**src/rtl/timer_bank_if.sv**
```systemverilog
// timer_bank_if: bus bundle for timer_bank.
//   master modport (bus side / bench): drives the load and tick controls and
//   reads back the count, the flags and the combined interrupt.
//   slave modport (timer_bank): the reverse view.
// Signals:
//   i_cs        active-low chip select; low at a rising edge loads channel i_ch
//   i_ch        channel index for load and read-back
//   i_mode      mode of a load: 0 SINGLE_SHOT, 1 CONTINUOUS
//   i_value     start/reload value of a load
//   i_tick      shared count enable
//   i_ack       per-channel flag clear
//   i_casc      (TIMER_BANK_CASCADE_EN only) cascade bit latched on load
//   o_rdata     registered count of channel i_ch
//   o_irq_flags sticky per-channel expiry flags
//   o_irq       registered OR of o_irq_flags
//   o_busy_dbg  per-channel state (1 = COUNTING), for observation only
// Handshake: there is no valid/ready pair. A load is a single-cycle command
// qualified only by i_cs being low at the rising edge; it is always accepted
// (or silently dropped when i_ch is out of range), so no back-pressure exists.
interface timer_bank_if #(
  parameter int WIDTH = 16,
  parameter int N_CH  = 4
);
  localparam int CH_W = (N_CH > 1) ? $clog2(N_CH) : 1;

  logic              i_cs;
  logic [CH_W-1:0]   i_ch;
  logic              i_mode;
  logic [WIDTH-1:0]  i_value;
  logic              i_tick;
  logic [N_CH-1:0]   i_ack;
`ifdef TIMER_BANK_CASCADE_EN
  logic              i_casc;
`endif
  logic [WIDTH-1:0]  o_rdata;
  logic [N_CH-1:0]   o_irq_flags;
  logic              o_irq;
  logic [N_CH-1:0]   o_busy_dbg;

  modport master (
`ifdef TIMER_BANK_CASCADE_EN
    output i_casc,
`endif
    output i_cs, i_ch, i_mode, i_value, i_tick, i_ack,
    input  o_rdata, o_irq_flags, o_irq, o_busy_dbg
  );

  modport slave (
`ifdef TIMER_BANK_CASCADE_EN
    input  i_casc,
`endif
    input  i_cs, i_ch, i_mode, i_value, i_tick, i_ack,
    output o_rdata, o_irq_flags, o_irq, o_busy_dbg
  );
endinterface

```
**src/rtl/timer_bank.sv**
```systemverilog
// timer_bank: N_CH independent WIDTH-bit down-counters with sticky expiry flags.
// Ports:
//   i_clk    system clock, all state on the rising edge
//   i_reset  asynchronous, active-high reset
//   bus      timer_bank_if.slave (load controls, tick, ack, read-back, irqs)
// Optional feature macro: TIMER_BANK_CASCADE_EN. When defined, a channel k>0
// loaded with i_casc=1 decrements on the cycle channel k-1 expires instead of
// on i_tick. When undefined every channel counts on i_tick only.
module timer_bank #(
  parameter int WIDTH = 16,
  parameter int N_CH  = 4
) (
  input  logic        i_clk,
  input  logic        i_reset,
  timer_bank_if.slave bus
);
  localparam int   CH_W      = (N_CH > 1) ? $clog2(N_CH) : 1;
  localparam logic MODE_CONT = 1'b1;

  typedef enum logic {
    ST_IDLE     = 1'b0,
    ST_COUNTING = 1'b1
  } ch_state_e;

  logic [WIDTH-1:0] count_q  [N_CH];
  logic [WIDTH-1:0] count_d  [N_CH];
  logic [WIDTH-1:0] reload_q [N_CH];
  logic [WIDTH-1:0] reload_d [N_CH];
  ch_state_e        state_q  [N_CH];
  ch_state_e        state_d  [N_CH];
  logic [N_CH-1:0]  mode_q, mode_d;
  logic [N_CH-1:0]  flags_q, flags_d;
  logic             irq_q, irq_d;
  logic [WIDTH-1:0] rdata_q, rdata_d;
`ifdef TIMER_BANK_CASCADE_EN
  logic [N_CH-1:0]  casc_q, casc_d;
`endif

  logic [N_CH-1:0]  load_sel;
  logic [N_CH-1:0]  step_en;
  logic [N_CH-1:0]  expire;

  always_comb begin : next_state
    logic prev_exp;
    prev_exp = 1'b0;
    load_sel = '0;
    step_en  = '0;
    expire   = '0;
    mode_d   = mode_q;
    flags_d  = flags_q;
    irq_d    = irq_q;
    rdata_d  = '0;
`ifdef TIMER_BANK_CASCADE_EN
    casc_d   = casc_q;
`endif
    for (int k = 0; k < N_CH; k++) begin
      count_d[k]  = count_q[k];
      reload_d[k] = reload_q[k];
      state_d[k]  = state_q[k];
    end

    // Channels are walked in index order so a cascaded channel sees the
    // expiry of its lower neighbour in the same cycle (prev_exp).
    for (int k = 0; k < N_CH; k++) begin
      load_sel[k] = !bus.i_cs && (int'(bus.i_ch) == k);
`ifdef TIMER_BANK_CASCADE_EN
      step_en[k]  = (k != 0 && casc_q[k]) ? prev_exp : bus.i_tick;
`else
      step_en[k]  = bus.i_tick;
`endif
      // A load on the same cycle overrides the expiry and suppresses the flag.
      expire[k]   = !load_sel[k] && (state_q[k] == ST_COUNTING) &&
                    step_en[k] && (count_q[k] == WIDTH'(1));
      prev_exp    = expire[k];

      if (load_sel[k]) begin
        reload_d[k] = bus.i_value;
        count_d[k]  = bus.i_value;
        mode_d[k]   = bus.i_mode;
        state_d[k]  = (bus.i_value != '0) ? ST_COUNTING : ST_IDLE;
`ifdef TIMER_BANK_CASCADE_EN
        casc_d[k]   = bus.i_casc;
`endif
      end else if (state_q[k] == ST_COUNTING && step_en[k]) begin
        if (count_q[k] == WIDTH'(1)) begin
          if (mode_q[k] == MODE_CONT) begin
            count_d[k] = reload_q[k];
          end else begin
            count_d[k] = '0;
            state_d[k] = ST_IDLE;
          end
        end else begin
          count_d[k] = count_q[k] - WIDTH'(1);
        end
      end
    end

    // Set beats clear when both happen on the same cycle.
    flags_d = expire | (flags_q & ~bus.i_ack);
    irq_d   = |flags_q;
    if (int'(bus.i_ch) < N_CH) begin
      rdata_d = count_q[bus.i_ch];
    end
  end

  always_ff @(posedge i_clk or posedge i_reset) begin
    if (i_reset) begin
      for (int k = 0; k < N_CH; k++) begin
        count_q[k]  <= '0;
        reload_q[k] <= '0;
        state_q[k]  <= ST_IDLE;
      end
      mode_q  <= {N_CH{MODE_CONT}};
      flags_q <= '0;
      irq_q   <= 1'b0;
      rdata_q <= '0;
`ifdef TIMER_BANK_CASCADE_EN
      casc_q  <= '0;
`endif
    end else begin
      for (int k = 0; k < N_CH; k++) begin
        count_q[k]  <= count_d[k];
        reload_q[k] <= reload_d[k];
        state_q[k]  <= state_d[k];
      end
      mode_q  <= mode_d;
      flags_q <= flags_d;
      irq_q   <= irq_d;
      rdata_q <= rdata_d;
`ifdef TIMER_BANK_CASCADE_EN
      casc_q  <= casc_d;
`endif
    end
  end

  always_comb begin
    bus.o_busy_dbg = '0;
    for (int k = 0; k < N_CH; k++) begin
      bus.o_busy_dbg[k] = (state_q[k] == ST_COUNTING);
    end
  end

  assign bus.o_rdata     = rdata_q;
  assign bus.o_irq_flags = flags_q;
  assign bus.o_irq       = irq_q;
endmodule
```
**src/flat_wrapper.sv**
```systemverilog
// flat-port wrapper written by rule: the top's interface ports become plain ports
module timer_bank_flat 
#(
  parameter int WIDTH = 16,
  parameter int N_CH  = 4
)
  (i_clk, i_reset, bus_i_cs, bus_i_ch, bus_i_mode, bus_i_value, bus_i_tick, bus_i_ack, bus_o_rdata, bus_o_irq_flags, bus_o_irq, bus_o_busy_dbg);
  timer_bank_if #(.WIDTH(WIDTH), .N_CH(N_CH)) bus_i ();
  input  logic i_clk;
  input  logic i_reset;
  input wire logic [$bits(bus_i.i_cs)-1:0] bus_i_cs;
  input wire logic [$bits(bus_i.i_ch)-1:0] bus_i_ch;
  input wire logic [$bits(bus_i.i_mode)-1:0] bus_i_mode;
  input wire logic [$bits(bus_i.i_value)-1:0] bus_i_value;
  input wire logic [$bits(bus_i.i_tick)-1:0] bus_i_tick;
  input wire logic [$bits(bus_i.i_ack)-1:0] bus_i_ack;
  output wire logic [$bits(bus_i.o_rdata)-1:0] bus_o_rdata;
  output wire logic [$bits(bus_i.o_irq_flags)-1:0] bus_o_irq_flags;
  output wire logic [$bits(bus_i.o_irq)-1:0] bus_o_irq;
  output wire logic [$bits(bus_i.o_busy_dbg)-1:0] bus_o_busy_dbg;
  assign bus_i.i_cs = bus_i_cs;
  assign bus_i.i_ch = bus_i_ch;
  assign bus_i.i_mode = bus_i_mode;
  assign bus_i.i_value = bus_i_value;
  assign bus_i.i_tick = bus_i_tick;
  assign bus_i.i_ack = bus_i_ack;
  assign bus_o_rdata = bus_i.o_rdata;
  assign bus_o_irq_flags = bus_i.o_irq_flags;
  assign bus_o_irq = bus_i.o_irq;
  assign bus_o_busy_dbg = bus_i.o_busy_dbg;
  timer_bank #(.WIDTH(WIDTH), .N_CH(N_CH)) u_core (.i_clk(i_clk), .i_reset(i_reset), .bus(bus_i));
endmodule
```
**config.mk**
```make
export PLATFORM = sky130hd
export DESIGN_NAME = timer_bank_flat
export DESIGN_NICKNAME = d
export VERILOG_FILES = /design/src/rtl/timer_bank_if.sv /design/src/rtl/timer_bank.sv /design/src/flat_wrapper.sv
export SDC_FILE = /design/constraint.sdc
export NUM_CORES = 1
export LEC_CHECK = 0
export ABC_AREA = 1
export CAP_MARGIN = 20
export CORE_MARGIN = 5
export CORE_UTILIZATION = 63
export CTS_CLUSTER_DIAMETER = 100
export DETAILED_ROUTE_END_ITERATION = 16
export PLACE_DENSITY_LB_ADDON = 0.12
export RECOVER_POWER = 25
export SKIP_CTS_REPAIR_TIMING = 1
export SLEW_MARGIN = 20
export SYNTH_ARGS = -nofsm -noshare
export SYNTH_HDL_FRONTEND = slang
export SYNTH_SLANG_ARGS = --single-unit
```
**constraint.sdc**
```tcl
create_clock -name i_clk -period 12.4 [get_ports i_clk]
set_input_delay 1.86 -clock i_clk [delete_from_list [all_inputs] [get_ports i_clk]]
set_output_delay 1.86 -clock i_clk [all_outputs]
set_load 0.01 [all_outputs]
```
== Yosys cells after proc, flatten, opt, wreduce, memory -nomap -nowiden ==
Index checks and enable logic that the tools add are counted.

* Word-level logic and storage cells: 115
* Input port bits: 27
* Output and inout port bits: 25
* Register bits after elaboration: 157

* $add $sub $neg: 4
* Bitwise logic cells: 4
* Multiplexer cells: 36
* $lt $le $gt $ge: 1
* Reductions and logical operators: 40
* Equal/unequal tests: 11

{| class="wikitable"
|+ Operator list
! kind !! count
|-
| 2-to-1 mux 16 bit || 18
|-
| equality test 16 x 1 -> 1 bit (second input constant) || 4
|-
| subtractor 16 x 1 -> 16 bit (second input constant) || 4
|-
| binary-select mux 16 bit (select 2 bit) || 1
|-
| logical AND 1 bit || 20
|-
| 2-to-1 mux 1 bit || 17
|-
| nonzero test 16 bit || 1
|-
| nonzero test 2 bit || 8
|-
| AND reduction 3 bit || 4
|-
| != test 2 bit (second input constant) || 4
|-
| logical NOT 1 bit || 5
|-
| AND 4 bit || 1
|-
| equality test 2 bit (second input constant) || 2
|-
| inverter 4 bit || 1
|-
| OR 4 bit || 1
|-
| OR reduction 4 bit || 1
|-
| >= comparator 3 bit (second input constant) || 1
|-
| inverter 2 -> 3 bit || 1
|-
| equality test 2 x 1 -> 1 bit (second input constant) || 1
|-
| logical NOT 2 bit || 1
|}

== Depth between registers and ports, before layout ==
Gate-level depths: netlist of the first run.

* Word-level depth: 7
* Depth in mapped cells: 13

== Worst setup path after synthesis of the first run ==
OpenSTA, ideal clock, no wires.

* Path type: input port to flip-flop
* Start point: input port bus_i_ch[1]
* End point: register u_core.state_q, in the netlist u_core.bus.o_busy_dbg[3]
* Path buffers: 2
* Path slack: 9.513 ns
* Library setup time: 0.119 ns
* Data required time: 12.281 ns
* Stages on the path: 9
* Arrival: 2.769 ns
* Cells stage by stage: buf_4 -> nand2_4 -> nor2_8 -> inv_4 -> buf_6 -> nand2_1 -> nand2_1 -> o21ai_1 -> nand2_1

* Word-level cells in the longest chain between the ends: 4
* Elaborated cells between the ends (all ways): 7
* Classes of those cells: 2 x eq/ne; 1 x mux; 4 x reduce/logical

{| class="wikitable"
|+ Ends and longest elaborated chain
! item !! line !! source
|-
| start: declaration || flat_wrapper.sv:12 || <nowiki>input wire logic [$bits(bus_i.i_ch)-1:0] bus_i_ch;</nowiki>
|-
| equality test 2 x 1 -> 1 bit * || timer_bank.sv:65 || <nowiki>load_sel[k] = !bus.i_cs && (int'(bus.i_ch) == k);</nowiki>
|-
| logical AND 1 bit * || timer_bank.sv:65 ||
|-
| != test 2 bit (no line) or nonzero test 2 bit (tied branches) || n/a ||
|-
| AND reduction 3 bit (no line) || n/a ||
|-
| end signal: indexed assignment || timer_bank.sv:124 || <nowiki>state_q[k] <= state_d[k];</nowiki>
|-
| end: declaration || timer_bank.sv:29 || <nowiki>ch_state_e state_q [N_CH];</nowiki>
|}

Every way passes the cells marked *; elsewhere a longest branch is shown, timed or not.
A chain may end at the register's enable or synchronous reset.

==> results of run 1 <==
[state kept, by name, summed over array words and instances (netlist names)]
signal	flops
u_core.mode_q	4
u_core.reload_q	64
u_core.count_q	64
u_core.bus.o_rdata	16
u_core.bus.o_busy_dbg	4
u_core.bus.o_irq	1
u_core.bus.o_irq_flags	4
[final timing paths]
| path | slack, ns | to | depth (start not counted) |
|---|---|---|---|
| setup / recovery | 7.07 | u_core.bus.o_rdata[14] | 3 |
| hold / removal | 0.47 | u_core.reload_q[15] | 2 |
| setup reg to reg | 10.38 | u_core.count_q[30] | 10 |
| hold reg to reg | 0.47 | u_core.reload_q[15] | 2 |
| max in group i_clk | 8.26 | u_core.bus.o_irq_flags[0] | 7 |
| min in group asynchronous | 3.17 | u_core.reload_q[37] | 2 |
[per-layer routing]
layer,GRT usage,share of wire,up-vias
met5,0,0.00026,-
met2,0.5094,0.44,464
met1,0.4610,0.41,4010
met3,0.08496,0.10,80
met4,0.1488,0.044,2
li1,-,-,4197
[power by group through the flow]
stage	Combinational [W]	Clock, W	Sequential, W
global placement	0.000768	0	0.000809
detailed placement	0.000784	0	0.000810
finish	0.000805	0.000574	0.000811
global route	0.000917	0.000598	0.000825
floorplan	0.000580	0	0.000771
CTS	0.000794	0.000575	0.000804
[worst max-delay path: stages]
cell,delay (ns)
dlygate4sd3_1,0.54
clkinvlp_2,2.41
buf_4,0.92
[per-stage QoR]
step | area [um^2] | hold slack, ns
finish | 10310 | 0.4718
global route | 10310 | 0.4924
floorplan | 9138 | 0.4369
detailed placement | 9673 | 0.4603
CTS | 10310 | 0.4752
global placement | 9673 | 0.4529
[layout make-up]
cell class,count,area [um^2],area share
Clock inverter,13,187.7,0.01820
Inverter,166,630.6,0.06116
Sequential cell,157,3934,0.3816
Multi-Input combinational cell,939,4357,0.4226
Timing Repair Buffer,52,518.0,0.05024
Clock buffer,19,452.9,0.04393
Tap cell,184,230.2,0.02233
[layout by cell type, fill, tap and decap left out, types with 8 or more instances in the layout]
master	n
nand2_1	499
inv_1	156
dfrtp_1	153
nand3_1	105
nor2_1	103
o21ai_0	84
clkdlybuf4s50_1	50
o21ai_1	18
clkbuf_16	17
a22oi_1	16
o221ai_1	15
xor2_1	14
nor2_2	12
nand4_1	9
o22ai_1	8
nand2_2	8
nor2_4	8
ha_1	8
[kinds of logic after synthesis]
| family | share of synthesized area |
|---|---|
| buf+inv | 0.09270 |
| simple gates | 0.3571 |
| xor+xnor | 0.01342 |
| fa+ha+maj | 0.01095 |
| flops | 0.4305 |
| compound gates | 0.09530 |
[cells in the mapped netlist, types with 9 or more instances]
library cell / number / area (um^2)
nand3_1: 105 / 525.5
buf_2: 11 / 55.05
nand2_1: 499 / 1873
o21ai_1: 18 / 90.09
nor2_2: 12 / 75.07
nor2_1: 103 / 386.6
o21ai_0: 84 / 420.4
xor2_1: 14 / 122.6
nand4_1: 9 / 56.30
o221ai_1: 15 / 131.4
inv_1: 157 / 589.3
a22oi_1: 16 / 120.1
dfrtp_1: 153 / 3829
buf_6: 9 / 101.4
==> out/metrics.cfg, run 1 <==
[die]
io_pins=52
rows=44
die_h_um=130.4
die-width_um=130.4
core_um2=14370
start_util=0.6359
die-area_um2=17010

[clock_tree]
cts_num_sinks=157
path_clk_slew_ns=0.07
insertion_delay_ns=0.46
cts_buffers=17
htree_levels=4
tritoncts=built
clockRootBuffer=clkbuf_16
cts.path.max_buffers=2

[job]
cap_violations=1

[synthesis]
avgSynthCellArea_um2=7.061
synthArstFlopShare=1.000
yosysSeqAreaShare=0.4305
synth-edff-count=0
synth.distinct_cells=37
synth_ff_type=dfrtp_1
syn_nets=1329
yosys_warnings=0
synth_cells=1294
synthesis.area_um2=9138
synth_seq_cells=157

[routing]
routed_wl_um=27060
dr.pass1.iters=7
post_drt_wl_per_cell_um=17.69
initialDrtViolationCount=1001
ant_nets=0
drc=0
vias=8753
via_per_inst=5.721

[power]
ir_drop_v=0.0001254
power_frac_seq=0.370
leakagePower_nw=5.329
finalPower_w=0.002190
combPwrFrac=0.368
p_switching_w=0.0009001
p_int_w=0.001290
swShare=0.4110
power_frac_clock=0.262
p_per_area_nw_per_um2=212.4

[hold_path]
hp-class=reg -> reg
hp-start=u_core.reload_q[15]

[timing]
slew_viol_final=97
min_period_ns=5.327
max_slew_margin=-1.875
fmax_mhz=187.7
tightestPinTransition_ns=4.289
setup_slack_ns=7.073
clock_skew_ns=0.01961
rsz0062_at_grt=no
hold_viol=0
setup_viol=0
min_period_over_period=0.4296
setup_tns_ns=0

[grt]
grt_pass1_vias=8094
grt_max_degree=97
grt_use_total=0.3362
grt_pass1_wl_um=43220
globalRouteOverflowTotal=0
antenna_found_initial=1

[critical_path]
end_kind=asynchronous set/reset pin
path_max_fanout=96
cp-start-kind=input port
r2r-start=u_core.count_q[17]
crit_arrival_ns=5.81
critPathRequiredTime_ns=12.88
startpoint=i_reset
path_class=in -> async

[placement]
dp_cells=1498
gp_congestion=0.9861
post-dp-hpwl_um=18920
dp_slack_ns=7.890
io_buffers=51

[cells_and_area]
drive_above_1_share=0.06389
post-route-util=0.7175
fillers=1196
nets=1368
antenna_cells=0
instances_no_fill=1530
area_growth_pct=12.83

[outcome]
status=complete, but fails checks
violations=capacitance limit, slew limit

No activity file was read; power rests on OpenSTA's default activity.
==> run 2, diff against run 1 <==
--- a/config.mk
+++ b/config.mk
@@ -8,7 +8,7 @@
 export ABC_AREA = 1
 export CAP_MARGIN = 20
 export CORE_MARGIN = 5
-export CORE_UTILIZATION = 63
+export CORE_UTILIZATION = 55
 export CTS_CLUSTER_DIAMETER = 100
 export DETAILED_ROUTE_END_ITERATION = 16
 export PLACE_DENSITY_LB_ADDON = 0.12
==> constraint.sdc (replaced) <==
create_clock -name i_clk -period 4.49 [get_ports i_clk]
set_input_delay 0.6735 -clock i_clk [delete_from_list [all_inputs] [get_ports i_clk]]
set_output_delay 0.6735 -clock i_clk [all_outputs]
set_load 0.01 [all_outputs]
==> out/metrics.cfg, run 2 (synthesis results as in run 1) <==
[cells_and_area]
nets=1370
layout_commonest_cell=nand2_1
post-route-util=0.6253
final_cell_mix=499 x nand2_1, 156 x inv_1, 153 x dfrtp_1
postLayoutCellArea_um2=10300
antenna_cells=0
area_growth_pct=12.68
drive_above_1_share=0.06162

[clock_tree]
cts_num_sinks=157
clockRootBuffer=clkbuf_16
insertion_delay_ns=0.43
cts.path.max_buffers=2
htree_levels=4
tritoncts=built
cts_buffers=17
path_clk_slew_ns=0.06

[die]
die-area_um2=19290
die_h_um=138.9
start_util=0.5549
core_um2=16470
rows=47
io_pins=52
die-width_um=138.9

[timing]
fmax_mhz=335.3
hold_viol=0
rsz0062_at_grt=no
setup_viol=0
max_slew_margin=-0.09332
fin_hold_ws_ns=0.4683
tightestPinTransition_ns=1.631
setup_tns_ns=0
setup_slack_ns=1.508
min_period_over_period=0.6642
clock_skew_ns=0.01011
slew_viol_final=37
min_period_ns=2.982

[power]
power_frac_clock=0.237
p_int_w=0.003420
leakagePower_nw=5.310
p_switching_w=0.002414
swShare=0.4138
p_per_area_nw_per_um2=566.6
ir_drop_v=0.0003331
power_frac_seq=0.383
combPwrFrac=0.380

[critical_path]
crit_end=u_core.count_q[55]
r2r_slack_ns=2.48
rr_worst_depth=10
critPathTopFamily=buffers and inverters
r2r_end=u_core.count_q[24]
cp_cell_sequence=dlygate4sd3_1, clkinvlp_2, clkbuf_2
worst_path_max_delay_cell=clkbuf_2
crit_buf_inv=3
end_kind=asynchronous set/reset pin
cp-start-kind=input port
max_stage_delay_ns=1.12
cp.depth=3
path_max_fanout=52
startpoint=i_reset
crit_arrival_ns=3.32
path_class=in -> async
critPathRequiredTime_ns=4.83
r2r-start=u_core.count_q[17]

[routing]
wl_met1_um=11690
dr.pass1.iters=8
vias=8561
post_drt_wl_per_cell_um=17.06
wl_met2_um=11940
drc=0
routed_wl_um=26740
ant_nets=0
via_per_inst=5.463
maxUsedRoutingLayer=met5
dr_wl_met3_um=2276
initialDrtViolationCount=849

[grt]
globalRouteOverflowTotal=0
grt_pass1_wl_um=42660
grt_max_degree=71
grt_pass1_vias=7879
grt_use_total=0.2808
antenna_found_initial=1

[placement]
dp_slack_ns=1.322
io_buffers=51
gp_congestion=0.9682
placed_cell_area_um2=9757
post-dp-hpwl_um=18970

[hold_path]
hold_depth=2
hp-class=reg -> reg

[job]
cap_violations=1

[outcome]
violations=capacitance limit, slew limit
status=complete, but fails checks

[run 2: changes by cell type in the layout (fill, tap and decap cells not counted)]
cell	change
buf_12	+1
clkinv_2	+1
clkbuf_2	+1
clkinv_4	-2
clkbuf_1	+4
bufinv_16	-3
clkinvlp_4	-2
inv_6	-1
clkbuf_8	+2
[run 2: layout make-up]
class / count / area (um^2)
Inverter: 166 / 630.6
Timing Repair Buffer: 54 / 543.0
Multi-Input combinational cell: 939 / 4357
Clock buffer: 25 / 495.5
Sequential cell: 157 / 3934
Fill cell: 1554 / 6170
Tap cell: 220 / 275.3
Clock inverter: 6 / 61.31
[run 2: worst min-delay path by stage]
stage	start	to	slack (ns)
4_1_cts	u_core.reload_q[14]	u_core.reload_q[14]	0.47
3_5_place_dp	u_core.reload_q[14]	u_core.reload_q[14]	0.46
3_3_place_gp	u_core.reload_q[15]	u_core.reload_q[15]	0.45
2_1_floorplan	u_core.reload_q[14]	u_core.reload_q[14]	0.44
6_report	u_core.reload_q[14]	u_core.reload_q[14]	0.47
5_1_grt	u_core.reload_q[24]	u_core.reload_q[24]	0.50
[run 2: power by group through the flow]
| stage | clock (W) | combinational (W) | sequential [W] |
|---|---|---|---|
| finish | 0.00138 | 0.00222 | 0.00223 |
| global route | 0.00146 | 0.00251 | 0.00228 |
| CTS | 0.00140 | 0.00220 | 0.00222 |
| detailed placement | 0 | 0.00218 | 0.00223 |
| global placement | 0 | 0.00214 | 0.00223 |
| floorplan | 0 | 0.00160 | 0.00213 |
[run 2: per-stage QoR]
stage,total power (W),std cells
CTS,0.005815,1567
global placement,0.004371,1536
floorplan,0.003730,1294
finish,0.005834,1567
global route,0.006249,1567
detailed placement,0.004413,1536
[run 2: worst reg2reg max path, cell delays in order, from the launching register on]
cell and delay [ns]:
dfrtp_1 0.40, inv_1 0.15, ha_1 0.23, nand3_1 0.09
nor2_1 0.25, nand3_2 0.31, inv_1 0.21, nand2_1 0.08
o21ai_0 0.09, nand2_1 0.07, nand2_1 0.06
[run 2: metal layers]
layer | global-route usage | vias up
met1 | 0.3870 | 3964
met2 | 0.4344 | 361
met5 | 0 | -
met4 | 0.1030 | 2
li1 | - | 4172
met3 | 0.06793 | 62
